$ cat src/rtl/sync_2ff.sv
// Two-flop synchronizer for a single asynchronous level input.
// Both flops clear to 0 on reset so a held-high input is never seen
// as asserted until two clock edges after reset release.
module sync_2ff (
  input  logic clk_i,
  input  logic rst_ni,
  input  logic d_i,
  output logic q_o
);

  logic meta_q;
  logic sync_q;

  // Shift the raw input through two flops to settle metastability.
  always_ff @(posedge clk_i or negedge rst_ni) begin
    if (!rst_ni) begin
      meta_q <= 1'b0;
      sync_q <= 1'b0;
    end else begin
      meta_q <= d_i;
      sync_q <= meta_q;
    end
  end

  assign q_o = sync_q;

endmodule

$ cat src/rtl/gpio_toggle_cnt.sv
// GPIO loopback responder: once the synchronized trigger has been high
// for CntMax clock cycles, drive a registered response high until the
// trigger drops.
//
// state | meaning
// IDLE  | trigger low, response low, counter cleared
// COUNT | trigger high, counting qualifying cycles
// DONE  | trigger held long enough, response high until trigger drops
module gpio_toggle_cnt #(
  parameter logic [31:0] CntMax = 32'd16
) (
  input  logic clk_i,
  input  logic rst_ni,
  input  logic gpio_i,
  output logic gpio_o
);

  typedef enum logic [1:0] {
    IDLE  = 2'b00,
    COUNT = 2'b01,
    DONE  = 2'b10
  } state_e;

  state_e      state_q, state_d;
  logic [31:0] cnt_q, cnt_d;
  logic        gpio_q, gpio_d;
  logic        gpio_s;

  sync_2ff u_sync (
    .clk_i  (clk_i),
    .rst_ni (rst_ni),
    .d_i    (gpio_i),
    .q_o    (gpio_s)
  );

  // State, counter and response registers.
  always_ff @(posedge clk_i or negedge rst_ni) begin
    if (!rst_ni) begin
      state_q <= IDLE;
      cnt_q   <= 32'd0;
      gpio_q  <= 1'b0;
    end else begin
      state_q <= state_d;
      cnt_q   <= cnt_d;
      gpio_q  <= gpio_d;
    end
  end

  // Next-state logic; the response is decided here so it rises on the
  // same edge as the DONE transition and stays purely registered.
  always_comb begin
    state_d = state_q;
    cnt_d   = cnt_q;
    gpio_d  = gpio_q;
    unique case (state_q)
      IDLE: begin
        cnt_d  = 32'd0;
        gpio_d = 1'b0;
        if (gpio_s) begin
          if (CntMax == 32'd1) begin
            state_d = DONE;
            gpio_d  = 1'b1;
          end else begin
            state_d = COUNT;
            cnt_d   = 32'd1;
          end
        end
      end
      COUNT: begin
        if (!gpio_s) begin
          state_d = IDLE;
          cnt_d   = 32'd0;
          gpio_d  = 1'b0;
        end else if (cnt_q == CntMax - 32'd1) begin
          // Counter stops here, so it never needs to wrap.
          state_d = DONE;
          gpio_d  = 1'b1;
        end else begin
          cnt_d = cnt_q + 32'd1;
        end
      end
      DONE: begin
        gpio_d = 1'b1;
        if (!gpio_s) begin
          state_d = IDLE;
          cnt_d   = 32'd0;
          gpio_d  = 1'b0;
        end
      end
      default: begin
        state_d = IDLE;
        cnt_d   = 32'd0;
        gpio_d  = 1'b0;
      end
    endcase
  end

  assign gpio_o = gpio_q;

endmodule

$ cat config.mk
export PLATFORM = sky130hd
export DESIGN_NAME = gpio_toggle_cnt
export DESIGN_NICKNAME = d
export VERILOG_FILES = /design/src/rtl/sync_2ff.sv /design/src/rtl/gpio_toggle_cnt.sv
export SDC_FILE = /design/constraint.sdc
export NUM_CORES = 1
export LEC_CHECK = 0
export CORE_MARGIN = 3
export CORE_UTILIZATION = 45
export CTS_BUF_LIST = sky130_fd_sc_hd__clkbuf_8
export DETAILED_ROUTE_END_ITERATION = 10
export GPL_TIMING_DRIVEN = 0
export SYNTH_ARGS = -nofsm -noshare
export SYNTH_HDL_FRONTEND = slang
export SYNTH_SLANG_ARGS = --single-unit
$ cat constraint.sdc
create_clock -name clk_i -period 1.8 [get_ports clk_i]
set_clock_uncertainty 0.15 [all_clocks]
set_input_delay 0.54 -clock clk_i [delete_from_list [all_inputs] [get_ports clk_i]]
set_output_delay 0.54 -clock clk_i [all_outputs]
set_load 0.01 [all_outputs]
==> results.toml, run 1 <==
[cts]
clk_pin_slew_ps = 80
clk_path_buf_depth = 2
hold_buffers = 0
clk_latency_ps = 290
tritoncts = "built"
cts_sinks = 37
cts_buffers = 5
htree_levels = 2
cts_root_buffer = "clkbuf_8"

[floorplanning]
die-width_um = 78.07
die_y_um = 78.07
start_util_pct = 47.90
core.rowCount = 25
dieArea_um2 = 6095
core_area_um2 = 4880
io_pins = 4

[finish]
fin_nets = 303
syn2layout_area_growth_pct = 42.99
finalInstanceArea_um2 = 3342
drive_above_1_share_pct = 45.79
fillCellCount = 393
antenna_cells = 0

[logic_synthesis]
ys_seq_area_share_pct = 39.61
synth-seq-cells = 37
yosys_warnings = 0
synth_edf_count = 0
synth_cells = 242
ys_types = 59
synth-async-reset-ratio_pct = 100.0
postSynthAreaPerCell_um2 = 9.658
ys_dominant_reg_cell = "dfrtp_1"
netlist_area_um2 = 2337
syn-num-nets = 249

[grt]
grt_pass1_vias = 2250
gr-usage-all-layers_pct = 24.14
overflow = 0
grt_pass1_wl_mm = 11.52
antenna_found_initial = 0
grt_max_degree = 38

[flow_run]
max_cap_viol_count = 0

[setup_path]
cp.arrival_ps = 2160
reg2reg_depth = 6
startpoint_type = "flop"
critPathKind = "reg2reg"
cp.required_ps = 1890
reg2reg_slack_ps = -270
path_max_fanout = 6
crit_path_end_kind = "flop"

[power_and_ir_drop]
ir_drop_v = 0.0004229
leakagePower_nw = 1.405
power.density_nw_per_um2 = 785.5

[sta]
worst_pin_slew_ps = 860.6
hold_slack_ps = 200.3
setup_tns_ps = -5664
rsz0062_at_grt = "yes"
worst_slack_ps = -274.6
post-route-period-util_pct = 115.3
max-slew-margin-rel_pct = 42.63
hold_violations = 0
setup_violations = 34
finalCriticalPeriod_ps = 2075
final_max_slew_viol_count = 0
fmax_mhz = 482.0

[detailed_routing]
drt-initial-drc-count = 165
dr.pass1.iters = 4
wire_per_inst_um = 18.28
num_vias = 2200
drc = 0
ant_nets = 0
vias_per_cell = 6.044
routed_wl_mm = 6.654

[placement]
pre_cts_ws_ps = -484.4
place_congestion = 0.8463
dpl.hpwl_mm = 4.001
place_area_um2 = 2590
port_buffers = 3

[run_status]
violations = "negative setup slack"
status = "finished, violations left"

[hold_path]
hold_class = "in2async"
[Yosys cell counts (all sizes together), types with 2 or more instances]
library cell / instances / share of area [%]
a211oi: 2 / 0.64
a21oi: 11 / 2.5
a31oi: 3 / 0.80
and2: 2 / 0.54
and3: 7 / 2.1
and4: 4 / 1.6
buf: 10 / 3.6
clkbuf: 6 / 0.96
dfrtp: 37 / 40
ha: 4 / 2.1
inv: 5 / 0.80
mux2i: 6 / 2.6
nand2: 22 / 4.0
nand2b: 5 / 1.3
nand3: 15 / 3.2
nand4: 11 / 3.5
nor2: 15 / 2.4
nor3: 4 / 1.3
nor4: 8 / 4.4
o2111ai: 4 / 1.5
o211ai: 6 / 1.9
o21ai: 10 / 2.6
o311ai: 2 / 0.75
o31ai: 6 / 1.9
o41ai: 2 / 0.75
or3: 4 / 1.1
or4: 8 / 2.7
xnor2: 2 / 0.75
xor2: 7 / 2.6
[per-stage QoR]
| step | cells | total power, mW | utilization (%) |
|---|---|---|---|
| 6_report | 364 | 2.625 | 68.49 |
| 3_5_place_dp | 312 | 1.526 | 53.08 |
| 4_1_cts | 355 | 2.547 | 64.90 |
| 3_3_place_gp | 312 | 1.533 | 53.18 |
| 5_1_grt | 364 | 2.757 | 68.49 |
| 2_1_floorplan | 242 | 1.325 | - |
[cells in the final DEF (no fill, tap or decap), drive strengths merged, types with 7 or more instances in the layout]
cell type and n:
xor2 7, nor2 15, nor4 8, nand2 22, dfrtp 37, and3 7
buf 58, nand4 11, a21oi 11, or4 8, nand3 15, o21ai 10
clkbuf 8
[cell type report]
type	count	area, µm²	share of cell area, %
Timing Repair Buffer	50	427.9	12.80
Sequential cell	37	944.7	28.27
Buffer	13	151.4	4.530
Clock inverter	3	65.06	1.947
Inverter	5	18.77	0.5616
Multi-Input combinational cell	184	1582	47.32
Clock buffer	5	68.82	2.059
Tap cell	67	83.83	2.508
[worst max-delay path, cell delays in order (launching register included)]
cell,delay (ps)
dfrtp_1,480
nor4_4,380
and4_1,270
buf_6,150
a21oi_4,70
or4b_1,460
nand2_1,60
[layer usage]
metal / track usage (%) / wire length, µm / share of wire (%) / vias to the layer above
li1: - / - / - / 1034
met1: 32.99 / 2992 / 45 / 1099
met2: 38.61 / 3249 / 49 / 56
met3: 4.128 / 310 / 4.7 / 11
met4: 8.566 / 102 / 1.5 / 0
met5: 0 / 0 / 0 / -
[cell families (layout without fill, tap and decap cells)]
| family | count (synthesis) | after routing | share of synthesized area, % |
|---|---|---|---|
| adders and majority gates | 4 | 4 | 2.141 |
| muxes | 6 | 6 | 2.570 |
| AOI/OAI and AO/OA | 57 | 57 | 17.61 |
| buffers and inverters | 21 | 76 | 5.406 |
| DFF | 37 | 37 | 39.61 |
| xor gates and xnor gates | 9 | 9 | 3.373 |
| and+or+nand+nor | 108 | 108 | 29.28 |
[path summary, 6_finish.rpt]
kind                               startpoint          to
worst max-delay path                cnt_q[29]  state_q[0]
worst min-delay path                   rst_ni      gpio_o
worst max register to register      cnt_q[29]  state_q[0]
worst min register to register  u_sync.meta_q  u_sync.q_o
max in group asynchronous              rst_ni   cnt_q[10]
min in group clk_i              u_sync.meta_q  u_sync.q_o
[state kept, by name, summed over array words and instances (netlist names)]
register       cells
cnt_q             32
gpio_o             1
state_q            2
u_sync.meta_q      1
u_sync.q_o         1
[where the power goes]
group / internal, mW / total, mW / leakage (nW) / switching (mW)
logic: 0.355 / 0.840 / 0.855 / 0.485
clock network: 0.551 / 0.866 / 0.0681 / 0.316
registers: 0.876 / 0.919 / 0.482 / 0.0424
[timing repair]
action	CTS	global route
pin swaps	17	20
endpoints found under the setup margin	35	35
hold endpoints to repair	0	0
gates resized for setup	48	23
buffers inserted	38	9
Note: power is estimated with default switching activity, not from simulation.
==> inputs of run 2 (changes only) <==
--- a/config.mk
+++ b/config.mk
@@ -5,11 +5,14 @@
 export SDC_FILE = /design/constraint.sdc
 export NUM_CORES = 1
 export LEC_CHECK = 0
+export CELL_PAD_IN_SITES_DETAIL_PLACEMENT = 0
+export CELL_PAD_IN_SITES_GLOBAL_PLACEMENT = 1
 export CORE_MARGIN = 3
 export CORE_UTILIZATION = 45
 export CTS_BUF_LIST = sky130_fd_sc_hd__clkbuf_8
 export DETAILED_ROUTE_END_ITERATION = 10
 export GPL_TIMING_DRIVEN = 0
+export PLACE_DENSITY_LB_ADDON = 0.1
 export SYNTH_ARGS = -nofsm -noshare
 export SYNTH_HDL_FRONTEND = slang
 export SYNTH_SLANG_ARGS = --single-unit
==> run 2 against run 1 <==
The flow still finishes with violations (negative setup slack); worst hold slack worse by 5.2 ps; die area unchanged; cell area down 0.45%; flip-flop and latch count unchanged; total power down 6.0%; via count down 0.45%; non-clock buffer count down 5; clock power down 23%; register-to-register slack about the same; highest routed layer unchanged.
==> results.toml, run 2 (same netlist as run 1, synthesis figures left out) <==
[cts]
clk_path_buf_depth = 2
clk_latency_ps = 300
tritoncts = "built"
cts_sinks = 37
htree_levels = 2
cts_root_buffer = "clkbuf_8"
cts_buffers = 5
clk_pin_slew_ps = 80

[power_and_ir_drop]
p_switching_mw = 0.8670
power.density_nw_per_um2 = 742.0
p_comb_share_pct = 36.0
seqPwrFrac_pct = 37.1
internal_power_mw = 1.602
p_total_mw = 2.469
power_switching_share_pct = 35.12
clkPwrFrac_pct = 27.0
leakagePower_nw = 1.366
ir_drop_v = 0.0004103

[setup_path]
cp.arrival_ps = 2160
reg2reg_to = "cnt_q[29]"
path_max_fanout = 6
crit_path_end_kind = "flop"
startpoint_type = "flop"
critical_path.top_delay_family = "compound AO/OA/AOI/OAI gates"
critPathLaunch = "cnt_q[0]"
critPathBufInv = 1
critical_path.cell_chain = "ha_2 > and3_4 > and4_1 > buf_6 > a2111o_1 > o32a_1 > nand2_1"
cp.required_ps = 1890
crit_cells = 7
critPathKind = "reg2reg"
worstReg2RegStart = "cnt_q[0]"
slowest_stage = "dfrtp_1"
reg2reg_depth = 7
reg2reg_slack_ps = -270
max_stage_delay_ps = 420
endpoint = "cnt_q[29]"

[detailed_routing]
vias_per_cell = 6.100
drc = 0
ant_nets = 0
drt-initial-drc-count = 178
routed_wl_mm = 6.892
num_vias = 2190
dr.pass1.iters = 4
wire_per_inst_um = 19.20

[finish]
stdcell_count = 359
fillCellCount = 381
syn2layout_area_growth_pct = 42.34
antenna_cells = 0
top_regs = "cnt_q (32), state_q (2)"
final_util_pct = 68.18
drive_above_1_share_pct = 47.26
regMostFlops = "cnt_q"
final_common_cell = "buf_4"
finalInstanceArea_um2 = 3327
largest_reg_flops = 32
fin_nets = 298
final_cell_mix = "buf_4, dfrtp_1, nand2_1, buf_6"

[grt]
antenna_found_initial = 0
grt_pass1_wl_mm = 11.10
grt_max_degree = 38
grt_pass1_vias = 2108
gr-usage-all-layers_pct = 23.10
overflow = 0

[flow_run]
max_cap_viol_count = 0

[placement]
dpl.hpwl_mm = 4.004
port_buffers = 3
place_area_um2 = 2590
dp.cells = 312
place_congestion = 0.8249

[sta]
hold_slack_ps = 195.1
hold_violations = 0
setup_violations = 35
max-slew-margin-rel_pct = 43.35
finalCriticalPeriod_ps = 2066
rsz0062_at_grt = "yes"
worst_slack_ps = -265.9
final_max_slew_viol_count = 0
post-route-period-util_pct = 114.8
worst_pin_slew_ps = 849.7
fmax_mhz = 484.1

[floorplanning]
die-width_um = 78.07
core.rowCount = 25
start_util_pct = 47.90
io_pins = 4
die_y_um = 78.07
dieArea_um2 = 6095
core_area_um2 = 4880

[hold_path]
hold_class = "in2async"

[run_status]
status = "finished, violations left"
violations = "negative setup slack"
-- run 2: cell count changes in the layout (fill, tap and decap cells not counted), moves of 3 or more --
cell,before,now
buf_4,39,30
a21oi_1,7,3
a21oi_2,3,7
buf_6,12,16
clkbuf_8,5,9
o2111ai_1,3,0
or4_1,7,4
or4_4,1,4
-- run 2: routing by layer --
layer,vias to the layer above,part of all wire [%],GRT usage (%)
li1,1022,-,-
met1,1123,46,32.11
met2,33,50,36.56
met3,12,2.6,3.784
met4,0,1.3,8.042
met5,-,0,0
-- run 2: area by class of cell --
cell class / count / area (µm²) / area share [%]
multi-input combinational: 184 / 1609 / 48.36
timing repair buffer: 44 / 401.6 / 12.07
inverter: 5 / 18.77 / 0.5641
sequential: 37 / 942.2 / 28.32
clock buffer: 7 / 96.34 / 2.896
tap: 67 / 83.83 / 2.520
clock inverter: 1 / 5.005 / 0.1504
buffer: 14 / 170.2 / 5.115
-- run 2: through the flow --
step	setup TNS [ps]	setup slack (ps)
floorplan	-1017	-126.9
CTS	-5549	-269.3
global placement	-44680	-1013
global route	-9771	-364.9
finish	-6095	-265.9
detailed placement	-12480	-495.8
-- run 2: worst min-delay path by stage --
stage / start / to / cells past startpoint
4_1_cts: rst_ni / cnt_q[15] / 1
3_3_place_gp: u_sync.meta_q / u_sync.q_o / 0
2_1_floorplan: rst_ni / cnt_q[0] / 0
6_report: rst_ni / gpio_o / 1
3_5_place_dp: u_sync.meta_q / u_sync.q_o / 0
5_1_grt: u_sync.meta_q / u_sync.q_o / 0
-- run 2: power groups by stage --
| stage | Clock (mW) | Combinational, mW | Sequential (mW) |
|---|---|---|---|
| 5_1_grt | 0.713 | 0.961 | 0.921 |
| 6_report | 0.665 | 0.888 | 0.915 |
| 3_5_place_dp | 0 | 0.602 | 0.933 |
| 2_1_floorplan | 0 | 0.397 | 0.928 |
| 4_1_cts | 0.677 | 0.759 | 0.916 |
| 3_3_place_gp | 0 | 0.605 | 0.931 |
-- run 2: timing repair --
action | CTS | global route
gates cloned | 1 | 0
setup buffers | 23 | 17
gates resized for setup | 43 | 40
pin swaps | 31 | 28
setup endpoints to repair | 35 | 35
hold buffers | 0 | 0
endpoints found under the hold margin | 0 | 0
